### config.mk
export PLATFORM = sky130hd
export DESIGN_NAME = repair_lane_eval_flat
export DESIGN_NICKNAME = d
export VERILOG_FILES = /design/src/rtl/repair_lane_eval_if.sv /design/src/rtl/repair_lane_eval.sv /design/src/flat_wrapper.sv
export SDC_FILE = /design/constraint.sdc
export NUM_CORES = 1
export LEC_CHECK = 0
export BUFFER_PORTS_ARGS = -buffer_cell sky130_fd_sc_hd__buf_2
export CORE_AREA = 3 3 57 59
export DETAILED_ROUTE_END_ITERATION = 12
export DIE_AREA = 0 0 60 62
export MAX_ROUTING_LAYER = met4
export PLACE_DENSITY = 0.83
export SKIP_CTS_REPAIR_TIMING = 1
export SLEW_MARGIN = 10
export SYNTH_ARGS = -nofsm -noshare
export SYNTH_HDL_FRONTEND = slang
export SYNTH_SLANG_ARGS = --single-unit
### constraint.sdc
create_clock -name clk -period 1.7 [get_ports clk]
set_input_delay 0.34 -clock clk [delete_from_list [all_inputs] [get_ports clk]]
set_output_delay 0.34 -clock clk [all_outputs]
set_load 0.02 [all_outputs]
### src/rtl/repair_lane_eval_if.sv
// ---------------------------------------------------------------------------
// repair_lane_eval_if
//   Groups every functional signal of repair_lane_eval: the MBTRAIN-side
//   enable and point-test results, and the repair-wrapper handshake.
//   Clock and reset stay plain ports on the module.
//
//   i_en                             start/hold from MBTRAIN, low aborts
//   i_lane_result[15:0]              per-lane pass flags (1 = pass)
//   i_lane_result_valid              qualifies i_lane_result for one cycle
//   i_test_ack                       repair-exchange completion
//   i_remote_first_8_result          remote partner verdict, lanes 0-7
//   i_remote_second_8_result         remote partner verdict, lanes 8-15
//   o_repair_en                      enable to the repair wrapper
//   o_first_8_lanes_are_functional   local verdict, lanes 0-7
//   o_second_8_lanes_are_functional  local verdict, lanes 8-15
//   o_lane_map[2:0]                  final width (011 x16, 001 lo, 010 hi)
//   o_done                           evaluation complete
//   o_error                          no usable half
//   o_timeout                        repair handshake timed out
//
//   master : drives the i_* signals (MBTRAIN / repair wrapper side)
//   slave  : the evaluator itself
// ---------------------------------------------------------------------------
interface repair_lane_eval_if;
  logic        i_en;
  logic [15:0] i_lane_result;
  logic        i_lane_result_valid;
  logic        i_test_ack;
  logic        i_remote_first_8_result;
  logic        i_remote_second_8_result;
  logic        o_repair_en;
  logic        o_first_8_lanes_are_functional;
  logic        o_second_8_lanes_are_functional;
  logic [2:0]  o_lane_map;
  logic        o_done;
  logic        o_error;
  logic        o_timeout;

  modport master (
    output i_en, i_lane_result, i_lane_result_valid, i_test_ack,
           i_remote_first_8_result, i_remote_second_8_result,
    input  o_repair_en, o_first_8_lanes_are_functional,
           o_second_8_lanes_are_functional, o_lane_map, o_done, o_error,
           o_timeout
  );

  modport slave (
    input  i_en, i_lane_result, i_lane_result_valid, i_test_ack,
           i_remote_first_8_result, i_remote_second_8_result,
    output o_repair_en, o_first_8_lanes_are_functional,
           o_second_8_lanes_are_functional, o_lane_map, o_done, o_error,
           o_timeout
  );
endinterface

### src/rtl/repair_lane_eval.sv
// ---------------------------------------------------------------------------
// repair_lane_eval
//   Accumulates NUM_ITER per-lane point-test results, decides which 8-lane
//   halves are usable locally, exchanges that verdict with the remote partner
//   through the repair wrapper and reports the final link width.
//
// Ports
//   clk    functional clock
//   rst_n  asynchronous active-low reset
//   bus    repair_lane_eval_if.slave (see interface file for signal list)
//
// Parameters
//   NUM_ITER        samples ANDed together before evaluation (1..255)
//   TIMEOUT_CYCLES  cycles allowed in REPAIR before giving up
//
// Configuration
//   REPAIR_TIMEOUT_EN  when defined, REPAIR is bounded by TIMEOUT_CYCLES and
//                      an expiry reports o_timeout/o_error with no lanes.
//                      When undefined, REPAIR waits for i_test_ack forever
//                      and o_timeout is tied low.
// ---------------------------------------------------------------------------
module repair_lane_eval #(
  parameter int NUM_ITER       = 4,
  parameter int TIMEOUT_CYCLES = 1024
) (
  input logic               clk,
  input logic               rst_n,
  repair_lane_eval_if.slave bus
);

  typedef enum logic [2:0] {IDLE, COLLECT, EVAL, REPAIR, DONE} state_t;

  localparam logic [7:0] NUM_SAMPLES = 8'(NUM_ITER);
  localparam logic [7:0] LAST_SAMPLE = 8'(NUM_ITER - 1);

  // Elaboration-time guard on the parameter ranges.
  if (NUM_ITER < 1 || NUM_ITER > 255 || TIMEOUT_CYCLES < 1) begin : g_bad_params
    $error("repair_lane_eval: NUM_ITER or TIMEOUT_CYCLES out of range");
  end

  state_t      state;
  state_t      state_nxt;
  logic [15:0] acc;
  logic [7:0]  sample_cnt;
  logic        sample_take;
  logic        first_local;
  logic        second_local;
  logic [2:0]  lane_map;
  logic        error_q;
  logic        first_final;
  logic        second_final;

  // A sample only counts while collecting and only until NUM_ITER have been
  // taken; the state leaves COLLECT on the last one, so the counter guard is
  // a second line of defence against late valid pulses.
  assign sample_take = (state == COLLECT) && bus.i_lane_result_valid &&
                       (sample_cnt < NUM_SAMPLES);

  // Final per-half result is the local verdict qualified by the partner's.
  assign first_final  = first_local  & bus.i_remote_first_8_result;
  assign second_final = second_local & bus.i_remote_second_8_result;

`ifdef REPAIR_TIMEOUT_EN
  localparam int             TO_W    = $clog2(TIMEOUT_CYCLES + 1);
  localparam logic [TO_W-1:0] TO_LAST = TO_W'(TIMEOUT_CYCLES - 1);

  logic [TO_W-1:0] to_cnt;
  logic            timeout_q;
  logic            to_expire;

  // Expiry fires in the TIMEOUT_CYCLES-th REPAIR cycle if no ack came; an
  // ack in that same cycle still wins.
  assign to_expire = (state == REPAIR) && !bus.i_test_ack && (to_cnt == TO_LAST);
`endif

  // State register.
  always_ff @(posedge clk or negedge rst_n) begin
    if (!rst_n) begin
      state <= IDLE;
    end else begin
      state <= state_nxt;
    end
  end

  // Next-state logic. Leaving COLLECT happens on the edge that takes the
  // final sample so that o_repair_en rises two edges after that sample.
  // Dropping i_en overrides everything and returns to IDLE.
  always_comb begin
    state_nxt = state;
    case (state)
      IDLE:    if (bus.i_en) state_nxt = COLLECT;
      COLLECT: if (sample_take && (sample_cnt == LAST_SAMPLE)) state_nxt = EVAL;
      EVAL:    state_nxt = REPAIR;
      REPAIR: begin
        if (bus.i_test_ack) begin
          state_nxt = DONE;
`ifdef REPAIR_TIMEOUT_EN
        end else if (to_expire) begin
          state_nxt = DONE;
`endif
        end
      end
      DONE:    state_nxt = DONE;
      default: state_nxt = IDLE;
    endcase
    if (!bus.i_en) state_nxt = IDLE;
  end

  // Datapath: accumulator, sample counter, local verdicts and the final
  // result registers. Everything is cleared whenever i_en is low so that an
  // aborted run leaves no trace in the next one.
  always_ff @(posedge clk or negedge rst_n) begin
    if (!rst_n) begin
      acc          <= 16'hFFFF;
      sample_cnt   <= 8'd0;
      first_local  <= 1'b0;
      second_local <= 1'b0;
      lane_map     <= 3'b000;
      error_q      <= 1'b0;
`ifdef REPAIR_TIMEOUT_EN
      to_cnt       <= '0;
      timeout_q    <= 1'b0;
`endif
    end else if (!bus.i_en) begin
      acc          <= 16'hFFFF;
      sample_cnt   <= 8'd0;
      first_local  <= 1'b0;
      second_local <= 1'b0;
      lane_map     <= 3'b000;
      error_q      <= 1'b0;
`ifdef REPAIR_TIMEOUT_EN
      to_cnt       <= '0;
      timeout_q    <= 1'b0;
`endif
    end else begin
      case (state)
        IDLE: begin
          acc        <= 16'hFFFF;
          sample_cnt <= 8'd0;
        end
        COLLECT: begin
          if (sample_take) begin
            acc        <= acc & bus.i_lane_result;
            sample_cnt <= sample_cnt + 8'd1;
          end
        end
        EVAL: begin
          first_local  <= &acc[7:0];
          second_local <= &acc[15:8];
`ifdef REPAIR_TIMEOUT_EN
          to_cnt       <= '0;
`endif
        end
        REPAIR: begin
          if (bus.i_test_ack) begin
            lane_map <= {1'b0, second_final, first_final};
            error_q  <= ~first_final & ~second_final;
`ifdef REPAIR_TIMEOUT_EN
          end else if (to_expire) begin
            lane_map  <= 3'b000;
            error_q   <= 1'b1;
            timeout_q <= 1'b1;
          end else begin
            to_cnt <= to_cnt + 1'b1;
`endif
          end
        end
        default: begin
        end
      endcase
    end
  end

  assign bus.o_repair_en                     = (state == REPAIR);
  assign bus.o_done                          = (state == DONE);
  assign bus.o_first_8_lanes_are_functional  = first_local;
  assign bus.o_second_8_lanes_are_functional = second_local;
  assign bus.o_lane_map                      = lane_map;
  assign bus.o_error                         = error_q;
`ifdef REPAIR_TIMEOUT_EN
  assign bus.o_timeout                       = timeout_q;
`else
  assign bus.o_timeout                       = 1'b0;
`endif

endmodule

### src/flat_wrapper.sv
// flat-port wrapper written by rule: the top's interface ports become plain ports
module repair_lane_eval_flat 
#(
  parameter int NUM_ITER       = 4,
  parameter int TIMEOUT_CYCLES = 1024
)
  (clk, rst_n, bus_i_en, bus_i_lane_result, bus_i_lane_result_valid, bus_i_test_ack, bus_i_remote_first_8_result, bus_i_remote_second_8_result, bus_o_repair_en, bus_o_first_8_lanes_are_functional, bus_o_second_8_lanes_are_functional, bus_o_lane_map, bus_o_done, bus_o_error, bus_o_timeout);
  repair_lane_eval_if bus_i ();
  input logic clk;
  input logic rst_n;
  input wire logic [$bits(bus_i.i_en)-1:0] bus_i_en;
  input wire logic [$bits(bus_i.i_lane_result)-1:0] bus_i_lane_result;
  input wire logic [$bits(bus_i.i_lane_result_valid)-1:0] bus_i_lane_result_valid;
  input wire logic [$bits(bus_i.i_test_ack)-1:0] bus_i_test_ack;
  input wire logic [$bits(bus_i.i_remote_first_8_result)-1:0] bus_i_remote_first_8_result;
  input wire logic [$bits(bus_i.i_remote_second_8_result)-1:0] bus_i_remote_second_8_result;
  output wire logic [$bits(bus_i.o_repair_en)-1:0] bus_o_repair_en;
  output wire logic [$bits(bus_i.o_first_8_lanes_are_functional)-1:0] bus_o_first_8_lanes_are_functional;
  output wire logic [$bits(bus_i.o_second_8_lanes_are_functional)-1:0] bus_o_second_8_lanes_are_functional;
  output wire logic [$bits(bus_i.o_lane_map)-1:0] bus_o_lane_map;
  output wire logic [$bits(bus_i.o_done)-1:0] bus_o_done;
  output wire logic [$bits(bus_i.o_error)-1:0] bus_o_error;
  output wire logic [$bits(bus_i.o_timeout)-1:0] bus_o_timeout;
  assign bus_i.i_en = bus_i_en;
  assign bus_i.i_lane_result = bus_i_lane_result;
  assign bus_i.i_lane_result_valid = bus_i_lane_result_valid;
  assign bus_i.i_test_ack = bus_i_test_ack;
  assign bus_i.i_remote_first_8_result = bus_i_remote_first_8_result;
  assign bus_i.i_remote_second_8_result = bus_i_remote_second_8_result;
  assign bus_o_repair_en = bus_i.o_repair_en;
  assign bus_o_first_8_lanes_are_functional = bus_i.o_first_8_lanes_are_functional;
  assign bus_o_second_8_lanes_are_functional = bus_i.o_second_8_lanes_are_functional;
  assign bus_o_lane_map = bus_i.o_lane_map;
  assign bus_o_done = bus_i.o_done;
  assign bus_o_error = bus_i.o_error;
  assign bus_o_timeout = bus_i.o_timeout;
  repair_lane_eval #(.NUM_ITER(NUM_ITER), .TIMEOUT_CYCLES(TIMEOUT_CYCLES)) u_core (.clk(clk), .rst_n(rst_n), .bus(bus_i));
endmodule
# After elaboration in Yosys (flattened, before gate mapping)
# Cells that the tools add are included.
# op_classes
add_sub_neg	1
mul	0
div	0
order_cmp	1
eq_ne	12
shift	0
mux	20
bitwise_logic	6
reduce_logical	9
# op_table
operator	count
$mux 16	2
$pmux 16 s2	1
$mux 3	6
$and 16x16->16	1
$mux 8	2
$pmux 8 s2	1
$reduce_and 8->1	2
$pmux 3 s5	1
$add 8x1->8 const B	1
$eq 8x2->1 const B	1
$lt 8x3->1 const B	1
$mux 1	7
$eq 3x2->1 const B	2
$ne 2x1->1 const B	3
$ne 3x3->1 const B	2
$reduce_and 2->1	3
$and 1x1->1	3
$eq 3x1->1 const B	1
$eq 3x3->1 const B	1
$logic_and 1x1->1	3
$logic_not 3->1	1
$ne 3x1->1 const B	1
$ne 3x2->1 const B	1
$not 1->1	2
# totals
regBits	33
latchBits	0
mem_bits_rw	0
rom_bits	0
input_bits	23
output_inout_bits	9
wordCells	56
mem_count	0

# Logic depth before layout (Yosys ltp)
# logic_depth
depth_word	7
mapped_depth	4
ltp_nobuf	4

# Least setup slack after synthesis
# Ideal clock, no wire load.
# synth_timing
path_type	register to output
start	reg u_core.state[2]
end	out bus_o_done
t_arrival_ps	1274
required_ps	1360
slack_ps	86
stages_incl_launch_ff	3
n_path_buf	1
path_cell_list	dfrtp_1 -> clkbuf_1 -> nor3b_1
# synth_via
elab_chain_cells	1
# synth_lines
item	line_no	text
start, declared	repair_lane_eval.sv:41	state_t state;
start signal, assigned	repair_lane_eval.sv:81	state <= state_nxt;
$eq 3x3->1	repair_lane_eval.sv:175	assign bus.o_done = (state == DONE);
end, declared	flat_wrapper.sv:21	output wire logic [$bits(bus_i.o_done)-1:0] bus_o_done;
# Every way passes these cells.

# Worst setup path in the final report
# layout_timing
start	reg u_core.state[0]
end	out bus_o_repair_en
# layout_via
elab_chain_cells	1
# layout_lines
item	line_no	text
$eq 3x2->1	repair_lane_eval.sv:174	assign bus.o_repair_en = (state == REPAIR);
end, declared	flat_wrapper.sv:17	output wire logic [$bits(bus_i.o_repair_en)-1:0] bus_o_repair_en;
# Every way passes these cells.

==> impl_results.md <==
- RR Endpoint: u_core.acc[13]$_DFFE_PN1P_
- Layout cells sized above 1: 39.88%
- F_max: 625.5 MHz
- Routed wire per std cell: 15.02 um
- TritonCTS buffer count: 5
- Initial antenna violation count: 0
- Critical path type: reg -> out
- Vias: 1121
- Slew margin rel.: 54.95%
- Worst reg2reg setup slack: 280 ps
- Number of global-route vias before repair: 1095
- Slew @ Worst Pin: approximately 680 ps
- Grt ovf: 0
- Routed WL: between 2000 and 3000 um
- Final nets: 186
- I/O pin total: 32
- Finished Core Util: roughly 62%
- CP delay by family, top: flip-flops
- R2R cell count: 4
- Clock H-tree levels: 2
- Setup Total Neg Slack: 0 ps
- Clock Skews: about 17 ps
- IO buf count: 29
- Std-Cell Rows: 19
- Status: finished, final reports clean
- Critical path data required time: 1360 ps
- Multi-input gate area: 583.1 um^2
- Area Growth Syn to Fin: 18.65%
- Dpl hpwl: 2176 um
- Ys async rst share: 100.0%
- Distinct cells, synth: 37
- P_sw: 0.0003216 W
- CP Capture Type: output pin
- Mean post-synth cell area: about 12 um^2
- Starting Density: 52.54%
- Max Cap Viol: 0
- Crit-path max FO: 10
- Die area: 3720 um^2
- Simple-gate portion of the synthesized area: around a fifth
- Die Y-Extent: slightly above 60 um
- VDD IR max: between 0.0005 and 0.0006 V
- Largest family of logic cells by synthesized area: simple AND/OR/NAND/NOR gates
- Adder-Cell Fraction of Synth Area: 0.8636%
- Share of the synthesized area in the top cell type: 29.02%
- Internal power: 0.001048 W
- EDFF count, synth: 0
- Startpoint types: flip-flop
- Final setup violation count: 0
- RSZ-0062 raised after global routing: false
- Clk pwr share: 32.6%
- Synth Area in Compound Gates: 18.22%
- DRT antenna net count: 0
- Sw Ratio: 23.48%
- Post-Synth XOR/XNOR Area: 0%
- Post-route clock period utilization: 94.04%
- Post-Syn Area: 1449 um^2
- Final Slew Violations: 0
- Cell Chain, Critical Path: buf_4 -> inv_1 -> nor2_1 -> buf_2
- Largest net degree at the start of global routing: 33
- Chip width: 60 um
- Core area: between 2000 and 3000 um^2
- Filler Cell Count: 251
- Largest area contributor in the netlist: dfstp_2
- Drt first pass iters: 4
- Hold crit path type: in -> async
- Register area: 822.0 um^2
- Main synth FF type: dfstp_2
- Comb pwr share: around 9.0%
- Gpl congestion: 0.9521
- CP Buf/Inv Count: 3
- Yosys reg bits: 32
- DRC: 0
- P_leak: 0.7613 nW
- Hold WS: 24.03 ps
- CP arrival: roughly 1300 ps
- Tot Pwr: approximately 0.0014 W
- Maximum clock insertion buffer count: 2
- Register area share after synthesis: 56.65%
- FF-to-FF Start: u_core.state[2]$_DFFE_PN0P_
- First-pass GRT wire length: 4981 um
- Final min period: about 1600 ps
- Final hold viol count: 0
- Pwr/cell area: 796.9 nW/um^2
- Synth Instances: 124
- Initial DRC Count: 40
- CP max stage delay: 430 ps
- GRT Total Usage: 19.03%
- Clk pin slew, worst setup/hold paths: roughly 100 ps
- Worst-skew pair later-pin latency: 340 ps
- Reg power frac: 58.5%
- Via density: 5.778
- Crit-path slowest cell: dfrtp_2
- Sink Count: 32
- Clock Root Buffer: clkbuf_4
- Syn. warnings: 0
- Post-synthesis mux area share: 0%
- N_diodes: 0
- TritonCTS clock tree: yes
- Top post-synthesis cells by area: dfstp_2 (29%), dfrtp_1 (28%), o22a_1 (7.9%)
## stage by stage
stage	setup slack, ps	std cells	area, um^2
finish	101.2	194	1719
global placement	348.2	185	1647
detailed placement	281.7	185	1647
CTS	29.90	193	1705
floorplan	85.87	125	1453
global route	6.692	194	1719
## metal layers
| layer | track usage, % | vias up | part of all wire, % |
|---|---|---|---|
| met1 | 23.98 | 545 | 44 |
| met2 | 28.55 | 34 | 48 |
| met5 | - | - | 0 |
| met3 | 4.752 | 7 | 6.0 |
| met4 | 9.494 | 0 | 2.2 |
| li1 | - | 535 | - |
## worst max path at each step
stage	start	to	cells after the start	slack (ps)
after CTS	u_core.state[0]$_DFFE_PN0P_	bus_o_repair_en	4	30
after floorplan	u_core.state[2]$_DFFE_PN0P_	bus_o_done	2	90
after global routing	u_core.state[0]$_DFFE_PN0P_	bus_o_repair_en	4	7
after detailed placement	u_core.state[2]$_DFFE_PN0P_	u_core.acc[13]$_DFFE_PN1P_	4	280
final	u_core.state[0]$_DFFE_PN0P_	bus_o_repair_en	4	100
after global placement	u_core.state[0]$_DFFE_PN0P_	u_core.bus.o_first_8_lanes_are_functional$_DFFE_PN0P_	3	350
## cell usage in the layout (no fill, tap or decap), types with 5 or more instances in the layout
master	synthesis	layout
buf_4	2	8
and2_1	6	6
dfstp_2	16	16
nand3_1	7	7
buf_2	1	29
nand2_1	6	6
clkbuf_4	0	5
nand4_1	6	6
a21oi_1	5	5
o22a_1	13	13
dfrtp_1	16	15
## logic make-up after synthesis
group,after synthesis
compound gates,35
fa+ha+maj,1
buf+inv,10
flops,32
other cells,1
simple gates,45
## registers in the layout, indices dropped and copies added, names as in the netlist
| signal | cells |
|---|---|
| u_core.acc | 16 |
| u_core.sample_cnt | 8 |
| u_core.state | 3 |
| u_core.bus.o_lane_map | 2 |
| u_core.bus.o_error | 1 |
| u_core.bus.o_first_8_lanes_are_functional | 1 |
| u_core.bus.o_second_8_lanes_are_functional | 1 |
## power groups by stage
| stage | Sequential, W | Combinational, W | Clock [W] |
|---|---|---|---|
| 6_report | 0.000801 | 0.000123 | 0.000446 |
| 5_1_grt | 0.000804 | 0.000139 | 0.000505 |
| 4_1_cts | 0.000801 | 0.000122 | 0.000464 |
| 3_5_place_dp | 0.000815 | 0.000122 | 0 |
| 3_3_place_gp | 0.000814 | 0.000117 | 0 |
| 2_1_floorplan | 0.000811 | 0.0000655 | 0 |
## synthesized netlist by cell type, types with 2 or more instances
cell type  instances
a21o_1             4
a21oi_1            5
a31oi_1            2
and2_1             6
buf_4              2
clkbuf_1           3
dfrtp_1           16
dfstp_2           16
inv_1              3
nand2_1            6
nand3_1            7
nand4_1            6
nor2_1             3
nor2b_1            3
nor3_1             4
o211ai_1           2
o21ai_0            3
o22a_1            13
or4_1              2
## cell type report
| class | instances | area share [%] |
|---|---|---|
| tap | 31 | 2.256 |
| sequential | 32 | 47.82 |
| inverter | 3 | 0.6550 |
| clock buffer | 8 | 3.421 |
| timing repair buffer | 37 | 11.94 |
| multi-input combinational | 83 | 33.92 |
(Power assumes the default switching activity.)
